**config.mk**
```make
export PLATFORM = sky130hd
export DESIGN_NAME = abs_stream_flat
export DESIGN_NICKNAME = d
export VERILOG_FILES = /design/src/rtl/abs_stream_if.sv /design/src/rtl/abs_stream.sv /design/src/flat_wrapper.sv
export SDC_FILE = /design/constraint.sdc
export NUM_CORES = 1
export LEC_CHECK = 0
export ABC_AREA = 1
export BUFFER_PORTS_ARGS = -buffer_cell sky130_fd_sc_hd__buf_2
export CORE_UTILIZATION = 35
export CTS_CLUSTER_SIZE = 30
export DETAILED_ROUTE_END_ITERATION = 10
export SETUP_SLACK_MARGIN = 0.15
export SYNTH_ARGS = -nofsm -noshare
export SYNTH_HDL_FRONTEND = slang
export SYNTH_SLANG_ARGS = --single-unit
export TNS_END_PERCENT = 5
```
**constraint.sdc**
```tcl
create_clock -name clk -period 3.84 [get_ports clk]
set_input_delay 0 -clock clk [delete_from_list [all_inputs] [get_ports clk]]
set_output_delay 0 -clock clk [all_outputs]
set_load 0.02 [all_outputs]
```
**src/rtl/abs_stream_if.sv**
```systemverilog
// rtl/abs_stream_if.sv - input/output stream bundle for abs_stream
interface abs_stream_if #(
    parameter int NUM_WIDTH = 16,
    parameter int NUM_CH    = 1
);
    logic                          in_valid;
    logic                          in_ready;
    logic [NUM_CH*NUM_WIDTH-1:0]   ans;
    logic                          out_valid;
    logic                          out_ready;
    logic [NUM_CH*NUM_WIDTH-1:0]   abs_ans;
    logic [NUM_CH-1:0]             sign;
    logic [NUM_CH-1:0]             ovf;

    modport master (
        output in_valid, ans, out_ready,
        input  in_ready, out_valid, abs_ans, sign, ovf
    );

    modport slave (
        input  in_valid, ans, out_ready,
        output in_ready, out_valid, abs_ans, sign, ovf
    );
endinterface

```
**src/rtl/abs_stream.sv**
```systemverilog
// rtl/abs_stream.sv - two-stage per-lane absolute value with handshake; ABS_SAT_EN clamps 100..0 to 011..1
module abs_stream #(
    parameter int NUM_WIDTH = 16,
    parameter int NUM_CH    = 1,
    parameter int CNT_WIDTH = 16
) (
    input  logic                 clk,
    input  logic                 rst,
    abs_stream_if.slave          s,
    output logic [CNT_WIDTH-1:0] ovf_count
);
    localparam int DW = NUM_CH * NUM_WIDTH;
    localparam logic [NUM_WIDTH-1:0] MOST_NEG = {1'b1, {(NUM_WIDTH-1){1'b0}}};
    localparam logic [NUM_WIDTH-1:0] MAX_POS  = {1'b0, {(NUM_WIDTH-1){1'b1}}};

    logic              s1_valid;
    logic [DW-1:0]     s1_data;
    logic [NUM_CH-1:0] s1_msb;
    logic              s1_en;
    logic              s2_en;

    logic [NUM_CH-1:0]    in_msb;
    logic [DW-1:0]        mag;
    logic [NUM_CH-1:0]    lane_ovf;
    logic [NUM_WIDTH-1:0] lane;

    assign s2_en      = !s.out_valid || s.out_ready;
    assign s1_en      = !s1_valid || s2_en;
    assign s.in_ready = s1_en && !rst;

    always_comb begin
        in_msb = '0;
        for (int k = 0; k < NUM_CH; k++) begin
            in_msb[k] = s.ans[k*NUM_WIDTH + NUM_WIDTH - 1];
        end
    end

    // The most-negative lane has no positive counterpart; it wraps unless clamping is built in.
    always_comb begin
        mag      = '0;
        lane_ovf = '0;
        lane     = '0;
        for (int k = 0; k < NUM_CH; k++) begin
            lane        = s1_data[k*NUM_WIDTH +: NUM_WIDTH];
            lane_ovf[k] = (lane == MOST_NEG);
            mag[k*NUM_WIDTH +: NUM_WIDTH] = s1_msb[k] ? (~lane + NUM_WIDTH'(1)) : lane;
`ifdef ABS_SAT_EN
            if (lane_ovf[k]) begin
                mag[k*NUM_WIDTH +: NUM_WIDTH] = MAX_POS;
            end
`else
`endif
        end
    end

    always_ff @(posedge clk) begin
        if (rst) begin
            s1_valid <= 1'b0;
            s1_data  <= '0;
            s1_msb   <= '0;
        end else if (s1_en) begin
            s1_valid <= s.in_valid;
            if (s.in_valid) begin
                s1_data <= s.ans;
                s1_msb  <= in_msb;
            end
        end
    end

    always_ff @(posedge clk) begin
        if (rst) begin
            s.out_valid <= 1'b0;
            s.abs_ans   <= '0;
            s.sign      <= '0;
            s.ovf       <= '0;
        end else if (s2_en) begin
            s.out_valid <= s1_valid;
            if (s1_valid) begin
                s.abs_ans <= mag;
                s.sign    <= s1_msb;
                s.ovf     <= lane_ovf;
            end
        end
    end

    always_ff @(posedge clk) begin
        if (rst) begin
            ovf_count <= '0;
        end else if (s.out_valid && s.out_ready && (|s.ovf) && (ovf_count != '1)) begin
            ovf_count <= ovf_count + CNT_WIDTH'(1);
        end
    end
endmodule

```
**src/flat_wrapper.sv**
```systemverilog
// flat-port wrapper written by rule: the top's interface ports become plain ports
module abs_stream_flat 
#(
    parameter int NUM_WIDTH = 16,
    parameter int NUM_CH    = 1,
    parameter int CNT_WIDTH = 16
)
  (clk, rst, ovf_count, s_in_valid, s_ans, s_out_ready, s_in_ready, s_out_valid, s_abs_ans, s_sign, s_ovf);
  abs_stream_if #(.NUM_WIDTH(NUM_WIDTH), .NUM_CH(NUM_CH)) s_i ();
  input  logic clk;
  input  logic rst;
  output logic [CNT_WIDTH-1:0] ovf_count;
  input wire logic [$bits(s_i.in_valid)-1:0] s_in_valid;
  input wire logic [$bits(s_i.ans)-1:0] s_ans;
  input wire logic [$bits(s_i.out_ready)-1:0] s_out_ready;
  output wire logic [$bits(s_i.in_ready)-1:0] s_in_ready;
  output wire logic [$bits(s_i.out_valid)-1:0] s_out_valid;
  output wire logic [$bits(s_i.abs_ans)-1:0] s_abs_ans;
  output wire logic [$bits(s_i.sign)-1:0] s_sign;
  output wire logic [$bits(s_i.ovf)-1:0] s_ovf;
  assign s_i.in_valid = s_in_valid;
  assign s_i.ans = s_ans;
  assign s_i.out_ready = s_out_ready;
  assign s_in_ready = s_i.in_ready;
  assign s_out_valid = s_i.out_valid;
  assign s_abs_ans = s_i.abs_ans;
  assign s_sign = s_i.sign;
  assign s_ovf = s_i.ovf;
  abs_stream #(.NUM_WIDTH(NUM_WIDTH), .NUM_CH(NUM_CH), .CNT_WIDTH(CNT_WIDTH)) u_core (.clk(clk), .rst(rst), .s(s_i), .ovf_count(ovf_count));
endmodule
```
==> results.json, run 1 <==
{
  "n_antenna_cell": 0,
  "grt_max_degree": 33,
  "drt-pass1-iter-count": 4,
  "cts_sinks": 52,
  "wl_per_cell_um": 11.4,
  "grt_pass1_wl_mm": 10.6,
  "hold_path.startpoint": "rst",
  "ys_seq_area_frac": 0.390,
  "cts_tree": "done",
  "fp.coreArea_um2": 7330,
  "clk_path_buf_depth": 2,
  "finish.utilization": 0.450,
  "drv_slew": 0,
  "grt_pass1_vias": 2352,
  "cp-start-kind": "primary input",
  "cp_cell_sequence": "dlygate4sd3_1 -> buf_2 -> inv_1 -> nand3_1 -> nand2_1 -> o21ai_0 -> nor2_1 -> dlygate4sd3_1",
  "ioPinCount": 56,
  "syn_to_final_growth_pct": 23.6,
  "r2r_slack_ns": 1.66,
  "synth_top_area_cell": "dfxtp_1",
  "status": "completed",
  "crit_path_max_fanout": 32,
  "rr_worst_depth": 5,
  "tightest_slew_ns": 0.933,
  "antenna_found_initial": 0,
  "dp_cells": 533,
  "rsz0062_at_grt": "false",
  "insertion_delay_ns": 0.31,
  "setup_viol": 0,
  "crit_required_ns": 4.09,
  "h-tree-depth": 2,
  "stdcell_count": 559,
  "crit_path_frequent_cell": "dlygate4sd3_1",
  "die_h_um": 89.4,
  "holdPathEnd": "u_core.ovf_count[7]$_SDFFE_PP0P_",
  "yosys_warnings": 0,
  "p_leak_nw": 1.46,
  "vias": 2630,
  "port_buffers": 55,
  "whs_path_depth": 2,
  "r2r-start": "u_core.s.out_valid$_SDFFE_PP0P_",
  "fill_cells": 739,
  "cpPeakStageDelay_ns": 0.72,
  "cts.repair.resized": 0,
  "clockRootBuffer": "clkbuf_8",
  "finalWirelength_mm": 6.35,
  "nets": 481,
  "end_kind": "register",
  "worst_ep_arrival_time_ns": 2.47,
  "start_util": 0.364,
  "drtIter0Drc": 80,
  "powerDensity_nw_per_um2": 356,
  "peakVddDrop_mv": 0.187,
  "fin_crit_ns": 2.21,
  "drcViolationCount": 0,
  "yosysTopAreaCellShare": 0.390,
  "clk_pin_slew_ns": 0.10,
  "final_antenna_net_count": 0,
  "die_area_um2": 7990,
  "gr-total-overflow": 0,
  "skew_ns": 0.00597,
  "final_area_um2": 3300,
  "tns_ns": 0,
  "hold_class": "primary input to register",
  "synth.area.top_cells": "dfxtp_1 39%, nand2_1 13%, nor2_1 7.3%",
  "place_area_um2": 3000,
  "synth.net_count": 416,
  "drive_above_1_share": 0.185,
  "viasPerCell": 4.70,
  "ys_types": 30,
  "row_count": 31,
  "drv_cap": 0,
  "rr_endpoint": "u_core.lane[10]$_SDFFE_PP0P_",
  "track_usage": 0.169,
  "cts_made_buffers": 5,
  "post-dp-hpwl_mm": 4.48,
  "max_slew_margin": 0.376,
  "fp.dieW_um": 89.4,
  "critical_path_class": "primary input to register",
  "avgSynthCellArea_um2": 6.78,
  "fmax_ghz": 0.452,
  "hold_viol": 0,
  "synth_cells": 394,
  "period_share": 0.576,
  "ys_seq_elements": 52,
  "finalWeightedCongestion": 0.805,
  "whs_ns": 0.159,
  "synth_area_um2": 2670,
  "slowest_stage": "nand2_1"
}
==> cell type report <==
class                      instances  area, um2  share of cell area
multi-input combinational        283       1390               0.420
sequential                        52       1040               0.315
timing repair buffer              74        463               0.140
inverter                          43        161              0.0489
tap                               99        124              0.0375
clock buffer                       7       96.3              0.0292
clock inverter                     1       30.0             0.00909
==> flip-flops by register name, indices dropped and copies added (netlist names) <==
| signal | flops |
|---|---|
| u_core.s.ovf | 1 |
| u_core.s1_valid | 1 |
| u_core.s.out_valid | 1 |
| u_core.s.abs_ans | 16 |
| u_core.lane | 15 |
| u_core.s1_msb | 1 |
| u_core.ovf_count | 16 |
| u_core.s.sign | 1 |
==> timing repair <==
action	in CTS	in global routing
hold endpoints to repair	17	0
buffers inserted	0	0
hold buffers	18	0
==> power breakdown <==
part           internal [mW]  total, mW  switching [mW]
Sequential             0.566      0.587          0.0214
Combinational         0.0656      0.168           0.103
Clock                  0.230      0.420           0.189
Total                  0.862       1.18           0.314
==> how the worst max path moves through the flow <==
stage	start	end	slack [ns]	cells after the start
after floorplan	u_core.ovf_count[0]$_SDFFE_PP0P_	u_core.ovf_count[11]$_SDFFE_PP0P_	2.26	9
after detailed placement	u_core.s.out_valid$_SDFFE_PP0P_	u_core.lane[12]$_SDFFE_PP0P_	2.13	4
after global placement	u_core.s.out_valid$_SDFFE_PP0P_	u_core.s.abs_ans[4]$_SDFFE_PP0P_	2.18	6
after CTS	s_out_ready	u_core.lane[10]$_SDFFE_PP0P_	1.62	8
final	s_out_ready	u_core.lane[10]$_SDFFE_PP0P_	1.63	8
after global routing	s_out_ready	u_core.lane[10]$_SDFFE_PP0P_	1.44	8
==> routing by layer <==
metal  share of wire  vias up  global-route usage  wire (um)
met5               0        -                   0          0
met4           0.012        0              0.0390         77
met3           0.039        6              0.0369        249
met2            0.47       47               0.297       2980
met1            0.48     1182               0.211       3040
li1                -     1395                   -          -
==> cell usage in the layout, fill, tap and decap left out, drive strengths merged, types with 2 or more instances in the layout <==
| cell | instances |
|---|---|
| nand2 | 95 |
| buf | 56 |
| nor2 | 54 |
| dfxtp | 52 |
| inv | 42 |
| a21oi | 42 |
| o21ai | 37 |
| nand3 | 32 |
| dlygate4sd3 | 18 |
| clkbuf | 7 |
| xor2 | 6 |
| xnor2 | 4 |
| nor3 | 3 |
| nand3b | 2 |
| nand4 | 2 |
| ha | 2 |
==> Yosys cell counts <==
master / instances
nor2_1: 52
inv_1: 41
xor2_1: 6
buf_6: 2
nand2_1: 90
inv_2: 1
clkinv_1: 1
a21oi_1: 35
buf_4: 1
clkbuf_1: 7
dfxtp_1: 52
nand2_2: 3
o21ai_4: 1
nand2_4: 2
xnor2_1: 4
a21oi_2: 7
nand3_1: 28
a31oi_1: 1
nand3_2: 4
nor4_1: 1
nand4_1: 2
ha_1: 2
buf_2: 6
o21ai_0: 28
o211ai_1: 1
nor2_2: 2
nor3_1: 3
nor3b_1: 1
nand3b_1: 2
o21ai_1: 8
==> cell families after synthesis <==
logic type / synth area share
xor gates and xnor gates: 0.0328
DFF: 0.390
adders and majority gates: 0.00937
and+or+nand+nor: 0.308
AOI/OAI and AO/OA: 0.167
buffers and inverters: 0.0927
==> through the flow <==
stage	total power, mW	setup WS, ns
6_report	1.18	1.63
5_1_grt	1.24	1.44
4_1_cts	1.18	1.62
3_5_place_dp	0.754	2.13
3_3_place_gp	0.753	2.18
2_1_floorplan	0.707	2.26
==> worst max-delay path, delay by kind of cell <==
family                 cells  cell delay (ns)
AND/OR/NAND/NOR            3             0.98
AO/OA/AOI/OAI              1             0.17
buffers and inverters      4             1.31
Power figures use the tool's default switching activity.
==> run 2, diff against run 1 <==
==> constraint.sdc (replaced) <==
create_clock -name clk -period 1.9 [get_ports clk]
set_input_delay 0 -clock clk [delete_from_list [all_inputs] [get_ports clk]]
set_output_delay 0 -clock clk [all_outputs]
set_load 0.02 [all_outputs]
==> run 2 against run 1 <==
Worst hold slack worse by 0.16 ns. Die area stayed put. Wire length is 0.50% lower. Combinational power is 110% higher. Sequential power is 100% higher.
==> results.json, run 2 (same netlist as run 1, synthesis figures left out) <==
{
  "status": "completed",
  "crit_path_max_fanout": 16,
  "antenna_found_initial": 0,
  "clk_pin_slew_ns": 0.09,
  "insertion_delay_ns": 0.30,
  "n_antenna_cell": 0,
  "power_frac_seq": 0.502,
  "rr_worst_depth": 10,
  "die_area_um2": 7990,
  "fp.coreArea_um2": 7330,
  "path_depth": 10,
  "drive_above_1_share": 0.203,
  "syn_to_final_growth_pct": 24.7,
  "layout_common_cells": "90 x nand2_1, 55 x buf_2, 52 x nor2_1",
  "postCtsSetupBuffers": 0,
  "vias": 2656,
  "setup_viol": 0,
  "wl_per_cell_um": 11.2,
  "track_usage": 0.166,
  "fin_total_pwr_mw": 2.36,
  "viasPerCell": 4.72,
  "fin_crit_ns": 1.55,
  "whs_path_depth": 4,
  "clockPowerShare": 0.351,
  "fmax_ghz": 0.644,
  "rsz0062_at_grt": "false",
  "topRoutingLayerUsed": "met4",
  "final_antenna_net_count": 0,
  "slowest_stage": "dfxtp_2",
  "powerDensity_nw_per_um2": 709,
  "wl_met1_mm": 2.98,
  "post-dp-hpwl_mm": 4.60,
  "ioPinCount": 56,
  "hold_path.startpoint": "s_out_ready",
  "grt_max_degree": 33,
  "cts_sinks": 52,
  "cp-start-kind": "register",
  "cts_tree": "done",
  "r2r-start": "u_core.ovf_count[1]$_SDFFE_PP0P_",
  "cpLargestDelayFamily": "simple AND/OR/NAND/NOR gates",
  "port_buffers": 55,
  "p_int_mw": 1.74,
  "finalWirelength_mm": 6.32,
  "period_share": 0.817,
  "finalWeightedCongestion": 0.788,
  "drv_slew": 0,
  "wl_met2_mm": 3.02,
  "drtIter0Drc": 92,
  "drcViolationCount": 0,
  "grt_pass1_vias": 2352,
  "worst_ep_arrival_time_ns": 1.77,
  "nets": 485,
  "clk_path_buf_depth": 2,
  "cts_made_buffers": 5,
  "cp_cell_sequence": "ha_2 -> nand3_2 -> inv_1 -> nand3_2 -> nand2_4 -> nand2_4 -> nand2_1 -> nand2_1 -> clkinv_1 -> nor2_1",
  "crit_start": "u_core.ovf_count[1]$_SDFFE_PP0P_",
  "r2r_slack_ns": 0.35,
  "skew_ns": 0.00570,
  "hold_viol": 0,
  "p_leak_nw": 1.48,
  "h-tree-depth": 2,
  "finish.utilization": 0.455,
  "fp.dieW_um": 89.4,
  "tightest_slew_ns": 0.532,
  "p_sw_mw": 0.616,
  "combPwrFrac": 0.147,
  "end_kind": "register",
  "hold_class": "primary input to register",
  "tns_ns": 0,
  "grt_pass1_wl_mm": 10.3,
  "path_buf_inv": 2,
  "cpPeakStageDelay_ns": 0.38,
  "switching_share": 0.261,
  "drv_cap": 0,
  "crit_required_ns": 2.11,
  "final_common_cell": "nand2_1",
  "max_slew_margin": 0.645,
  "row_count": 31,
  "clockRootBuffer": "clkbuf_8",
  "wl_met3_um": 232,
  "die_h_um": 89.4,
  "start_util": 0.364,
  "drt-pass1-iter-count": 4,
  "gr-total-overflow": 0,
  "peakVddDrop_mv": 0.316,
  "critical_path_class": "register to register"
}
## run 2: cell count changes in the layout (fill, tap and decap cells not counted)
cell	change
buf_4	+6
dfxtp_1	-2
dfxtp_2	+2
dlygate4sd3_1	-2
ha_1	-1
ha_2	+1
## run 2: what timing repair did
action / in CTS / in global routing
hold endpoints to repair: 15 / 0
endpoints found under the setup margin: 0 / 13
hold buffers: 16 / 0
gates resized for setup: 0 / 3
## run 2: final cells by class
class	instances	area (um2)
fill	767	4000
clock buffer	7	96.3
clock inverter	1	30.0
inverter	43	161
timing repair buffer	78	488
tap	99	124
multi-input combinational	283	1390
sequential	52	1040
## run 2: path summary, 6_finish.rpt
check	endpoint
max	u_core.ovf_count[8]$_SDFFE_PP0P_
min	u_core.s.out_valid$_SDFFE_PP0P_
max reg2reg	u_core.ovf_count[8]$_SDFFE_PP0P_
min reg2reg	u_core.s.sign$_SDFFE_PP0P_
## run 2: tightest hold or removal path, delay by kind of cell
family	cells	cell delay, ns
buf+inv	2	0.15
compound gates	1	0.06
simple gates	1	0.06
## run 2: power groups by stage
stage,Clock (mW),Sequential (mW),Combinational [mW]
floorplan,0,1.23,0.198
global placement,0,1.21,0.321
detailed placement,0,1.21,0.326
CTS,0.853,1.18,0.352
global route,0.888,1.19,0.396
finish,0.829,1.18,0.348
## run 2: stage by stage
step / instance area (um2) / std cells / hold slack, ns / setup WS (ns)
after floorplan: 2670 / 394 / 0.148 / 0.317
after global placement: 3040 / 539 / 0.265 / 0.350
after detailed placement: 3040 / 539 / 0.280 / 0.285
after CTS: 3330 / 563 / 0.00249 / 0.272
after global routing: 3330 / 563 / 0.0186 / 0.180
final: 3330 / 563 / 0.00379 / 0.348
## run 2: metal layers
layer,GRT usage,up-vias
li1,-,1404
met1,0.204,1190
met2,0.289,55
met3,0.0305,7
met4,0.0577,0
met5,0,-
